$ cat src/rtl/uart_pkg.sv
// uart_pkg: shared definitions for the UART receive path.
//   PAR_*       parity-mode constants for the PARITY parameter
//   rx_state_e  receive FSM state encoding
//   cpb()       clocks per bit from clock frequency and line rate
package uart_pkg;

  localparam int PAR_NONE = 0;
  localparam int PAR_ODD  = 1;
  localparam int PAR_EVEN = 2;

  typedef enum logic [2:0] {
    ST_IDLE  = 3'd0,
    ST_START = 3'd1,
    ST_DATA  = 3'd2,
    ST_PAR   = 3'd3,
    ST_STOP  = 3'd4,
    ST_DONE  = 3'd5,
    ST_BRK   = 3'd6
  } rx_state_e;

  function automatic int cpb(input int clk_hz, input int baud);
    return clk_hz / baud;
  endfunction

endpackage

$ cat src/rtl/uart_rx_ctrl_if.sv
// uart_rx_ctrl_if: received-word bundle from the UART receiver to the
// RAM write / address-counter logic.
//   data          last received word, held until the next data_valid
//   data_valid    one-cycle strobe per completed frame
//   parity_err    parity result of the last frame (held)
//   frame_err     stop bit sampled low on the last frame (held)
//   busy          receiver is not idle
//   RShift        one-cycle pulse per data-bit sample (legacy shifters)
//   enableCounter one-cycle pulse with data_valid when the frame is clean
// master: the receiver; slave: the consumer.
interface uart_rx_ctrl_if #(
  parameter int DATA_BITS = 8
) ();

  logic [DATA_BITS-1:0] data;
  logic                 data_valid;
  logic                 parity_err;
  logic                 frame_err;
  logic                 busy;
  logic                 RShift;
  logic                 enableCounter;

  modport master (
    output data, data_valid, parity_err, frame_err, busy, RShift, enableCounter
  );

  modport slave (
    input  data, data_valid, parity_err, frame_err, busy, RShift, enableCounter
  );

endinterface

$ cat src/rtl/uart_baud_timer.sv
// uart_baud_timer: bit-period down-counter.
//   clk, rst_n  clock, asynchronous active-low reset
//   clear       restart the count (from HALF when load_half, else CPB)
//   load_half   selects the half-bit period on clear
//   tick        high in the cycle the count reaches zero; the counter then
//               reloads CPB so successive ticks are one bit period apart
module uart_baud_timer #(
  parameter int CPB  = 434,
  parameter int HALF = CPB / 2
) (
  input  logic clk,
  input  logic rst_n,
  input  logic clear,
  input  logic load_half,
  output logic tick
);

  localparam int W = (CPB > 1) ? $clog2(CPB) : 1;
  localparam logic [W-1:0] RELOAD_FULL = W'(CPB - 1);
  localparam logic [W-1:0] RELOAD_HALF = W'(HALF - 1);

  logic [W-1:0] cnt_q, cnt_d;

  always_comb begin
    cnt_d = cnt_q;
    if (clear) begin
      cnt_d = load_half ? RELOAD_HALF : RELOAD_FULL;
    end else if (cnt_q == '0) begin
      cnt_d = RELOAD_FULL;
    end else begin
      cnt_d = cnt_q - W'(1);
    end
  end

  assign tick = (cnt_q == '0);

  always_ff @(posedge clk or negedge rst_n) begin
    if (!rst_n) cnt_q <= RELOAD_FULL;
    else        cnt_q <= cnt_d;
  end

endmodule

$ cat src/rtl/uart_rx_ctrl.sv
// uart_rx_ctrl: parametrised UART receive controller.
//   CLOCK_50  clock (rising edge)
//   Reset_n   asynchronous active-low reset
//   rx        asynchronous serial input, idle high
//   bus       uart_rx_ctrl_if.master: received word, strobes and flags
// The line is synchronised, a falling edge starts a frame, the start bit is
// re-checked at half a bit, then data (LSB first), optional parity and the
// stop bit are sampled one bit period apart.
module uart_rx_ctrl
  import uart_pkg::*;
#(
  parameter int CLK_HZ    = 50_000_000,
  parameter int BAUD      = 115200,
  parameter int DATA_BITS = 8,
  parameter int PARITY    = PAR_NONE
) (
  input  logic           CLOCK_50,
  input  logic           Reset_n,
  input  logic           rx,
  uart_rx_ctrl_if.master bus
);

  localparam int CPB  = cpb(CLK_HZ, BAUD);
  localparam int HALF = CPB / 2;
  localparam int IW   = $clog2(DATA_BITS + 1);
  localparam logic [IW-1:0] LAST_IDX = IW'(DATA_BITS - 1);

  if (CPB < 4) begin : g_bad_cpb
    $error("uart_rx_ctrl: CLK_HZ/BAUD must be at least 4");
  end
  if (DATA_BITS < 5 || DATA_BITS > 9) begin : g_bad_bits
    $error("uart_rx_ctrl: DATA_BITS must be 5..9");
  end
  if (PARITY != PAR_NONE && PARITY != PAR_ODD && PARITY != PAR_EVEN) begin : g_bad_par
    $error("uart_rx_ctrl: PARITY must be 0, 1 or 2");
  end

  // Synchroniser and previous-sample flops reset low: a line held low
  // through reset never looks like a falling edge until it has gone high.
  logic sync1_q, sync2_q, prev_q;

  rx_state_e            state_q, state_d;
  logic [DATA_BITS-1:0] shift_q, shift_d;
  logic [IW-1:0]        idx_q, idx_d;
  logic                 perr_q, perr_d;
  logic [DATA_BITS-1:0] data_q, data_d;
  logic                 data_valid_q, data_valid_d;
  logic                 parity_err_q, parity_err_d;
  logic                 frame_err_q, frame_err_d;
  logic                 busy_q, busy_d;
  logic                 rshift_q, rshift_d;
  logic                 en_cnt_q, en_cnt_d;

  logic timer_clear;
  logic tick;
  logic fall;
  logic perr_eff;

  uart_baud_timer #(
    .CPB  (CPB),
    .HALF (HALF)
  ) u_timer (
    .clk       (CLOCK_50),
    .rst_n     (Reset_n),
    .clear     (timer_clear),
    .load_half (1'b1),
    .tick      (tick)
  );

  assign fall     = prev_q & ~sync2_q;
  assign perr_eff = (PARITY == PAR_NONE) ? 1'b0 : perr_q;

  always_comb begin
    state_d      = state_q;
    shift_d      = shift_q;
    idx_d        = idx_q;
    perr_d       = perr_q;
    data_d       = data_q;
    data_valid_d = 1'b0;
    parity_err_d = parity_err_q;
    frame_err_d  = frame_err_q;
    rshift_d     = 1'b0;
    en_cnt_d     = 1'b0;
    timer_clear  = 1'b0;

    case (state_q)
      ST_IDLE: begin
        if (fall) begin
          timer_clear = 1'b1;
          state_d     = ST_START;
        end
      end
      ST_START: begin
        if (tick) begin
          if (sync2_q) begin
            state_d = ST_IDLE;
          end else begin
            idx_d   = '0;
            state_d = ST_DATA;
          end
        end
      end
      ST_DATA: begin
        if (tick) begin
          shift_d  = {sync2_q, shift_q[DATA_BITS-1:1]};
          rshift_d = 1'b1;
          idx_d    = idx_q + IW'(1);
          if (idx_q == LAST_IDX) begin
            state_d = (PARITY == PAR_NONE) ? ST_STOP : ST_PAR;
          end
        end
      end
      ST_PAR: begin
        if (tick) begin
          perr_d  = ((^shift_q) ^ sync2_q) != (PARITY == PAR_ODD);
          state_d = ST_STOP;
        end
      end
      ST_STOP: begin
        // Result registers load on the transition into DONE so that
        // data_valid and the flags are visible for the single DONE cycle.
        if (tick) begin
          data_d       = shift_q;
          parity_err_d = perr_eff;
          frame_err_d  = ~sync2_q;
          data_valid_d = 1'b1;
          en_cnt_d     = sync2_q & ~perr_eff;
          state_d      = ST_DONE;
        end
      end
      ST_DONE: begin
        state_d = sync2_q ? ST_IDLE : ST_BRK;
      end
      ST_BRK: begin
        if (sync2_q) state_d = ST_IDLE;
      end
      default: state_d = ST_IDLE;
    endcase

    busy_d = (state_d != ST_IDLE);
  end

  always_ff @(posedge CLOCK_50 or negedge Reset_n) begin
    if (!Reset_n) begin
      sync1_q      <= 1'b0;
      sync2_q      <= 1'b0;
      prev_q       <= 1'b0;
      state_q      <= ST_IDLE;
      shift_q      <= '0;
      idx_q        <= '0;
      perr_q       <= 1'b0;
      data_q       <= '0;
      data_valid_q <= 1'b0;
      parity_err_q <= 1'b0;
      frame_err_q  <= 1'b0;
      busy_q       <= 1'b0;
      rshift_q     <= 1'b0;
      en_cnt_q     <= 1'b0;
    end else begin
      sync1_q      <= rx;
      sync2_q      <= sync1_q;
      prev_q       <= sync2_q;
      state_q      <= state_d;
      shift_q      <= shift_d;
      idx_q        <= idx_d;
      perr_q       <= perr_d;
      data_q       <= data_d;
      data_valid_q <= data_valid_d;
      parity_err_q <= parity_err_d;
      frame_err_q  <= frame_err_d;
      busy_q       <= busy_d;
      rshift_q     <= rshift_d;
      en_cnt_q     <= en_cnt_d;
    end
  end

  assign bus.data          = data_q;
  assign bus.data_valid    = data_valid_q;
  assign bus.parity_err    = parity_err_q;
  assign bus.frame_err     = frame_err_q;
  assign bus.busy          = busy_q;
  assign bus.RShift        = rshift_q;
  assign bus.enableCounter = en_cnt_q;

endmodule
$ cat src/flat_wrapper.sv
// flat-port wrapper written by rule: the top's interface ports become plain ports
module uart_rx_ctrl_flat import uart_pkg::*;
#(
  parameter int CLK_HZ    = 50_000_000,
  parameter int BAUD      = 115200,
  parameter int DATA_BITS = 8,
  parameter int PARITY    = PAR_NONE
)
  (CLOCK_50, Reset_n, rx, bus_data, bus_data_valid, bus_parity_err, bus_frame_err, bus_busy, bus_RShift, bus_enableCounter);
  uart_rx_ctrl_if #(.DATA_BITS(DATA_BITS)) bus_i ();
  input  logic CLOCK_50;
  input  logic Reset_n;
  input  logic rx;
  output wire logic [$bits(bus_i.data)-1:0] bus_data;
  output wire logic [$bits(bus_i.data_valid)-1:0] bus_data_valid;
  output wire logic [$bits(bus_i.parity_err)-1:0] bus_parity_err;
  output wire logic [$bits(bus_i.frame_err)-1:0] bus_frame_err;
  output wire logic [$bits(bus_i.busy)-1:0] bus_busy;
  output wire logic [$bits(bus_i.RShift)-1:0] bus_RShift;
  output wire logic [$bits(bus_i.enableCounter)-1:0] bus_enableCounter;
  assign bus_data = bus_i.data;
  assign bus_data_valid = bus_i.data_valid;
  assign bus_parity_err = bus_i.parity_err;
  assign bus_frame_err = bus_i.frame_err;
  assign bus_busy = bus_i.busy;
  assign bus_RShift = bus_i.RShift;
  assign bus_enableCounter = bus_i.enableCounter;
  uart_rx_ctrl #(.CLK_HZ(CLK_HZ), .BAUD(BAUD), .DATA_BITS(DATA_BITS), .PARITY(PARITY)) u_core (.CLOCK_50(CLOCK_50), .Reset_n(Reset_n), .rx(rx), .bus(bus_i));
endmodule
$ cat config.mk
export PLATFORM = sky130hd
export DESIGN_NAME = uart_rx_ctrl_flat
export DESIGN_NICKNAME = d
export VERILOG_FILES = /design/src/rtl/uart_pkg.sv /design/src/rtl/uart_rx_ctrl_if.sv /design/src/rtl/uart_baud_timer.sv /design/src/rtl/uart_rx_ctrl.sv /design/src/flat_wrapper.sv
export SDC_FILE = /design/constraint.sdc
export NUM_CORES = 1
export LEC_CHECK = 0
export CORE_MARGIN = 4
export CORE_UTILIZATION = 35
export DETAILED_ROUTE_END_ITERATION = 8
export GPL_ROUTABILITY_DRIVEN = 0
export PLACE_DENSITY = 0.62
export SYNTH_ARGS = -nofsm -noshare
export SYNTH_HDL_FRONTEND = slang
export SYNTH_SLANG_ARGS = --single-unit
$ cat constraint.sdc
create_clock -name CLOCK_50 -period 2.2 [get_ports CLOCK_50]
set_input_delay 0.44 -clock CLOCK_50 [delete_from_list [all_inputs] [get_ports CLOCK_50]]
set_output_delay 0.44 -clock CLOCK_50 [all_outputs]
set_load 0.02 [all_outputs]
==> After elaboration in Yosys (flattened, before gate mapping) <==
Cells that the tools add are included.
{ "totals": {"ff_bits": 40, "output_inout_bits": 14} }
{ "classes": {"add_sub_neg": 2, "eq_ne": 10, "mux": 23, "bitwise_logic": 2, "reduce_logical": 7} }
{ "ops": {"columns": ["cell", "count"], "rows": [
  ["3-bit 2-to-1 mux", 8],
  ["3-bit case mux with 7 select lines", 1],
  ["9-bit 2-to-1 mux", 2],
  ["4-bit 2-to-1 mux", 3],
  ["3-bit equality test (second input constant)", 3],
  ["9-bit logical NOT", 1],
  ["9-bit by 1-bit subtractor with 9-bit output (second input constant)", 1],
  ["4-bit case mux with 2 select lines", 1],
  ["1-bit 2-to-1 mux", 7],
  ["3-bit by 2-bit equality test with 1-bit output (second input constant)", 2],
  ["4-bit by 1-bit adder with 4-bit output (second input constant)", 1],
  ["4-bit by 3-bit equality test with 1-bit output (second input constant)", 1],
  ["2-bit by 1-bit != test with 1-bit output (second input constant)", 2],
  ["2-bit AND reduction", 2],
  ["4-bit AND reduction", 1],
  ["3-bit by 1-bit equality test with 1-bit output (second input constant)", 1],
  ["3-bit logical NOT", 1],
  ["3-bit nonzero test", 1],
  ["2-bit 2-to-1 mux", 1],
  ["2-bit != test (second input constant)", 1],
  ["2-bit nonzero test", 1],
  ["1-bit bitwise AND", 1],
  ["1-bit inverter", 1]
]} }

==> Longest topological paths before layout <==
{ "depth": {"ltp_word": 5, "mapped_depth": 7, "mapped_depth_nobuf": 6} }

==> Modules after synthesis <==
A second synthesis with hierarchy kept.
{ "hier_totals": {"cells_unflattened": 141, "hier_area_um2": 1744.2} }
{ "by_module_without_submodules": {"columns": ["module", "n_inst", "cells_per_inst", "area_each_um2", "seq_area_each_um2"], "rows": [
  ["uart_rx_ctrl", 1, 98, 1297.5, 775.7],
  ["uart_baud_timer", 1, 43, 446.7, 231.5]
]} }

==> Worst setup path before layout <==
Ideal clock, no wire load.
{ "synth_timing": {"path_kind": "reg-to-reg", "startpoint": "reg u_core.u_timer.cnt_q[1]", "endpoint": "reg u_core.shift_q[0]", "arrival_time_ns": 1.568, "path_slack_ns": 0.507, "path_stages_with_launch": 6, "path_buffers": 0, "path_cell_list": "dfrtp_1 -> inv_1 -> ha_1 -> nor3b_4 -> nand4_2 -> mux2_2"} }
{ "synth_via": {"elab_chain_cells": 2} }
{ "synth_lines": {"columns": ["element", "line_no", "rtl"], "rows": [
  ["start: declaration", "uart_baud_timer.sv:22", "logic [W-1:0] cnt_q, cnt_d;"],
  ["start signal: assignment", "uart_baud_timer.sv:39", "else cnt_q <= cnt_d;"],
  ["9-bit logical NOT", "uart_baud_timer.sv:35", "assign tick = (cnt_q == '0);"],
  ["2-bit AND reduction (no source line)", null, null],
  ["end signal: assignment", "uart_rx_ctrl.sv:164", "shift_q <= shift_d;"],
  ["end: declaration", "uart_rx_ctrl.sv:43", "logic [DATA_BITS-1:0] shift_q, shift_d;"]
]} }
No other way between the ends.
A chain may end at the register's enable or synchronous reset.

==> Worst setup path in the final report <==
{ "layout_timing": {"startpoint": "reg u_core.u_timer.cnt_q[1]", "endpoint": "reg u_core.data_q[0] (netlist: u_core.bus.data[0])"} }
{ "layout_via": {"elab_chain_cells": 2} }
{ "layout_lines": {"columns": ["element", "line_no", "rtl"], "rows": [
  ["9-bit logical NOT", "uart_baud_timer.sv:35", null],
  ["2-bit AND reduction (no source line)", null, null],
  ["end signal: assignment", "uart_rx_ctrl.sv:167", "data_q <= data_d;"],
  ["end: declaration", "uart_rx_ctrl.sv:46", "logic [DATA_BITS-1:0] data_q, data_d;"]
]} }
No other way between the ends.

==> summary.txt <==
Finish
  • Leading cell types in the layout, fill and taps excluded: sky130_fd_sc_hd__dfrtp_1 (35), sky130_fd_sc_hd__mux2_2 (16), sky130_fd_sc_hd__nand2_1 (14), sky130_fd_sc_hd__clkdlybuf4s50_1 (14), sky130_fd_sc_hd__nor2_1 (11)
  • Share of final-layout standard cells stronger than drive strength 1: 21.9%
  • Area growth from synthesis to layout: 17.7%
  • Most common cell after layout, fill and taps aside: sky130_fd_sc_hd__dfrtp_1
  • Count of nets after finishing: 182
  • Total of fill cells in the finished design: 491
  • Antenna Cells: 0

Global routing
  • Global router's overall resource usage: 11.8%
  • Global route total overflow: 0
  • Vias in the first global route: 1239
  • Largest net degree at the start of global routing: 41
  • Antenna violations before repair: 0
  • Global-route wire length before repair: 5.89 mm

Detailed routing
  • Post-detailed-route via-to-cell ratio: 4.95
  • Post-DR wirelength/cell: 13.5 microns
  • Vias: 1228
  • Initial drt markers: 82
  • Routed wire length: 3.35 mm
  • Drc violations: 0
  • Router iterations before antenna repair: 4
  • Remaining number of nets flagged by the antenna check after routing: 0

Clock network
  • Number of post-CTS setup repair buffers: 0
  • TritonCTS clock tree: done
  • Clock-pin slew on the worst setup and hold paths: 80 ps
  • CTS Buffer Depth: 2
  • Number of buffers inserted during clock tree synthesis: 5
  • Clock Latency Late Sink: 290 ps
  • Root buffer cell: sky130_fd_sc_hd__clkbuf_8
  • Post-CTS Hold Buffers: 0
  • Maximum level of the CTS H-tree: 2
  • Number of clock sinks: 40
  • CTS-repair resized insts: 0

Synth
  • Number of synthesized flops with an enable pin: 0
  • Per-instance average area after synthesis: 11.5 sq um
  • Netlist cell types: 44
  • Mapped Area: 1830 sq um
  • Ys async rst share: 100%
  • Net count of the mapped netlist: 164
  • Yosys synthesis warning count: 0
  • Synthesized netlist cell count: 159
  • Flip-flop and latch count after synthesis: 40
  • Area share of the leading cell type in the synthesized netlist: 47.9%
  • Sequential share of the synthesized area: 55.1%
  • Most area-consuming cells after synthesis: sky130_fd_sc_hd__dfrtp_1 (48%), sky130_fd_sc_hd__mux2_2 (9.8%), sky130_fd_sc_hd__dfstp_2 (7.2%), sky130_fd_sc_hd__nand2_1 (2.9%), sky130_fd_sc_hd__nor2_1 (2.3%)
  • Library cell with the largest summed area after synthesis: sky130_fd_sc_hd__dfrtp_1
  • Most instantiated flip-flop cell in the synthesis netlist: sky130_fd_sc_hd__dfrtp_1

Timing
  • Peak Freq: 0.498 GHz
  • Slew Limit Fails: 0
  • Slew of the pin with the lowest slew margin: 853 ps
  • Post-route fraction of the period consumed by the critical path: 91.2%
  • Hold Violations, Final: 0
  • Final setup viols: 0
  • Skew final: 5.70 ps
  • RSZ-0062 raised after global routing: false
  • Min Clock Period, post-route: 2010 ps
  • Worst slew margin: 43.2%
  • Final hold slack: 253 ps
  • Total Negative Setup Slacks: 0 ps

Critical path
  • Cells along the critical path: inv_1 -> ha_1 -> nor3b_4 -> nand4_2 -> mux2_2
  • Worst R2R Start: u_core.u_timer.cnt_q[1]$_DFF_PN0_
  • Register-to-register path setup slack: 190 ps
  • Crit end category: flip-flop
  • Largest incremental delay on the critical path: 400 ps
  • Crit path max fanout: 11
  • WP buf/inv: 1
  • Critical register-to-register path endpoint: u_core.bus.data[0]$_DFFE_PN0P_
  • Launching element of the worst setup path: u_core.u_timer.cnt_q[1]$_DFF_PN0_
  • Cell type of the slowest stage on the worst timing path: sky130_fd_sc_hd__dfrtp_1
  • Required time of the worst setup path: 2380 ps
  • Worst Path Class, Setup: reg2reg
  • Termination of the worst setup path: u_core.bus.data[0]$_DFFE_PN0P_
  • Data arrival time of the critical path: 2190 ps
  • Worst path top cell family by delay: simple AND/OR/NAND/NOR gates
  • CP Depth: 5
  • Crit path launch type: flip-flop
  • Logic depth of the worst register-to-register path: 5

Job
  • Max-cap violations: 0

Floorplanning
  • Height of the die: 80.3 microns
  • Number of placed I/O pins: 17
  • Die Width: 80.3 microns
  • Total core area: 5070 sq um
  • Starting density of the core: 36.0%
  • Number of rows created at floorplan: 26
  • Die area: 6450 sq um

Power and ir drop
  • Switching pwr: 571 uW
  • Total leakage power: 0.000980 uW
  • Peak VDD IR: 0.419 mV
  • Fraction of power consumed by sequential logic: 50.8%
  • Switching share of power: 29.7%
  • Clock network power share: 31.1%
  • PwrDens: 892 nW/um^2
  • Total internal power: 1350 uW
  • Combinational fraction of design power: 18.1%

Placed design
  • Count of buffers from port buffering: 15
  • HPWL after DPL: 2.26 mm

Hold path
  • Class of the worst hold path: in2async

Outcome
  • Outcome: completed
[power by group through the flow]
stage	Clock, uW	Combinational (uW)	Sequential [uW]
6_report	597	347	977
5_1_grt	642	396	995
4_1_cts	610	355	976
3_5_place_dp	0	350	989
3_3_place_gp	0	336	983
2_1_floorplan	0	299	942
[logic make-up (layout without fill, tap and decap cells)]
| logic type | Yosys count | after routing | share of synthesized area (%) |
|---|---|---|---|
| simple gates | 56 | 56 | 17.9 |
| flops | 40 | 40 | 55.1 |
| compound gates | 24 | 24 | 8.76 |
| mux | 18 | 18 | 10.9 |
| buf+inv | 14 | 33 | 3.76 |
| fa+ha+maj | 3 | 3 | 1.91 |
| xor+xnor | 3 | 3 | 1.44 |
| other cells | 1 | 1 | 0.205 |
[synth_stat cells, types with 3 or more instances]
| master | number |
|---|---|
| sky130_fd_sc_hd__a21oi_1 | 3 |
| sky130_fd_sc_hd__nor3b_1 | 3 |
| sky130_fd_sc_hd__o21ai_0 | 7 |
| sky130_fd_sc_hd__inv_1 | 7 |
| sky130_fd_sc_hd__nand3b_1 | 4 |
| sky130_fd_sc_hd__dfrtp_1 | 35 |
| sky130_fd_sc_hd__a31oi_1 | 3 |
| sky130_fd_sc_hd__dfstp_2 | 5 |
| sky130_fd_sc_hd__nand2_1 | 14 |
| sky130_fd_sc_hd__mux2_2 | 16 |
| sky130_fd_sc_hd__nand3_1 | 6 |
| sky130_fd_sc_hd__nor2b_1 | 3 |
| sky130_fd_sc_hd__xnor2_1 | 3 |
| sky130_fd_sc_hd__nor2_1 | 11 |
[through the flow]
step                area, sq um  cells  setup WS, ps  total power, uW  util, %
floorplan                  1830    159           507             1240        -
global placement           2040    240           303             1320     40.2
detailed placement         2040    240           192             1340     40.2
CTS                        2150    248           156             1940     42.4
global route               2150    248          18.3             2030     42.4
finish                     2150    248           193             1920     42.4
[state kept, by name, summed over array words and instances (netlist names), 3 cells and up]
name	count
u_core.bus.data	8
u_core.shift_q	8
u_core.state_q	3
u_core.idx_q	4
u_core.u_timer.cnt_q	9
[worst reg2reg max path: stages (launching register included)]
cell	delay, ps
sky130_fd_sc_hd__dfrtp_1	400
sky130_fd_sc_hd__inv_1	70
sky130_fd_sc_hd__ha_1	230
sky130_fd_sc_hd__nor3b_4	400
sky130_fd_sc_hd__nand4_2	390
sky130_fd_sc_hd__mux2_2	400
[routing by layer]
layer / wire length (microns) / vias up / global-route usage [%] / part of all wire [%]
met5: 0 / - / 0 / 0
met2: 1550 / 24 / 17.2 / 46
li1: - / 590 / - / -
met1: 1620 / 608 / 15.9 / 48
met3: 112 / 6 / 2.47 / 3.3
met4: 65 / 0 / 6.93 / 1.9
[worst min-delay path by stage]
stage / from / to / slack (ps) / cells past startpoint
global route: Reset_n / u_core.sync1_q$_DFF_PN0_ / 330 / 1
finish: Reset_n / u_core.bus.data[4]$_DFFE_PN0P_ / 250 / 1
CTS: Reset_n / u_core.shift_q[6]$_DFFE_PN0P_ / 290 / 1
floorplan: Reset_n / u_core.bus.RShift$_DFF_PN0_ / 140 / 0
detailed placement: u_core.sync1_q$_DFF_PN0_ / u_core.sync2_q$_DFF_PN0_ / 340 / 0
global placement: u_core.sync1_q$_DFF_PN0_ / u_core.sync2_q$_DFF_PN0_ / 340 / 0
[final cells by class]
class	count	area [sq um]	share of cell area [%]
multi-input cells	105	753	35.0
clock buffers	5	68.8	3.20
inverters	7	26.3	1.22
clock inverters	3	42.5	1.98
repair buffers	18	168	7.79
flip-flops and latches	40	1010	46.8
well taps	70	87.6	4.07
(Power assumes the default switching activity.)
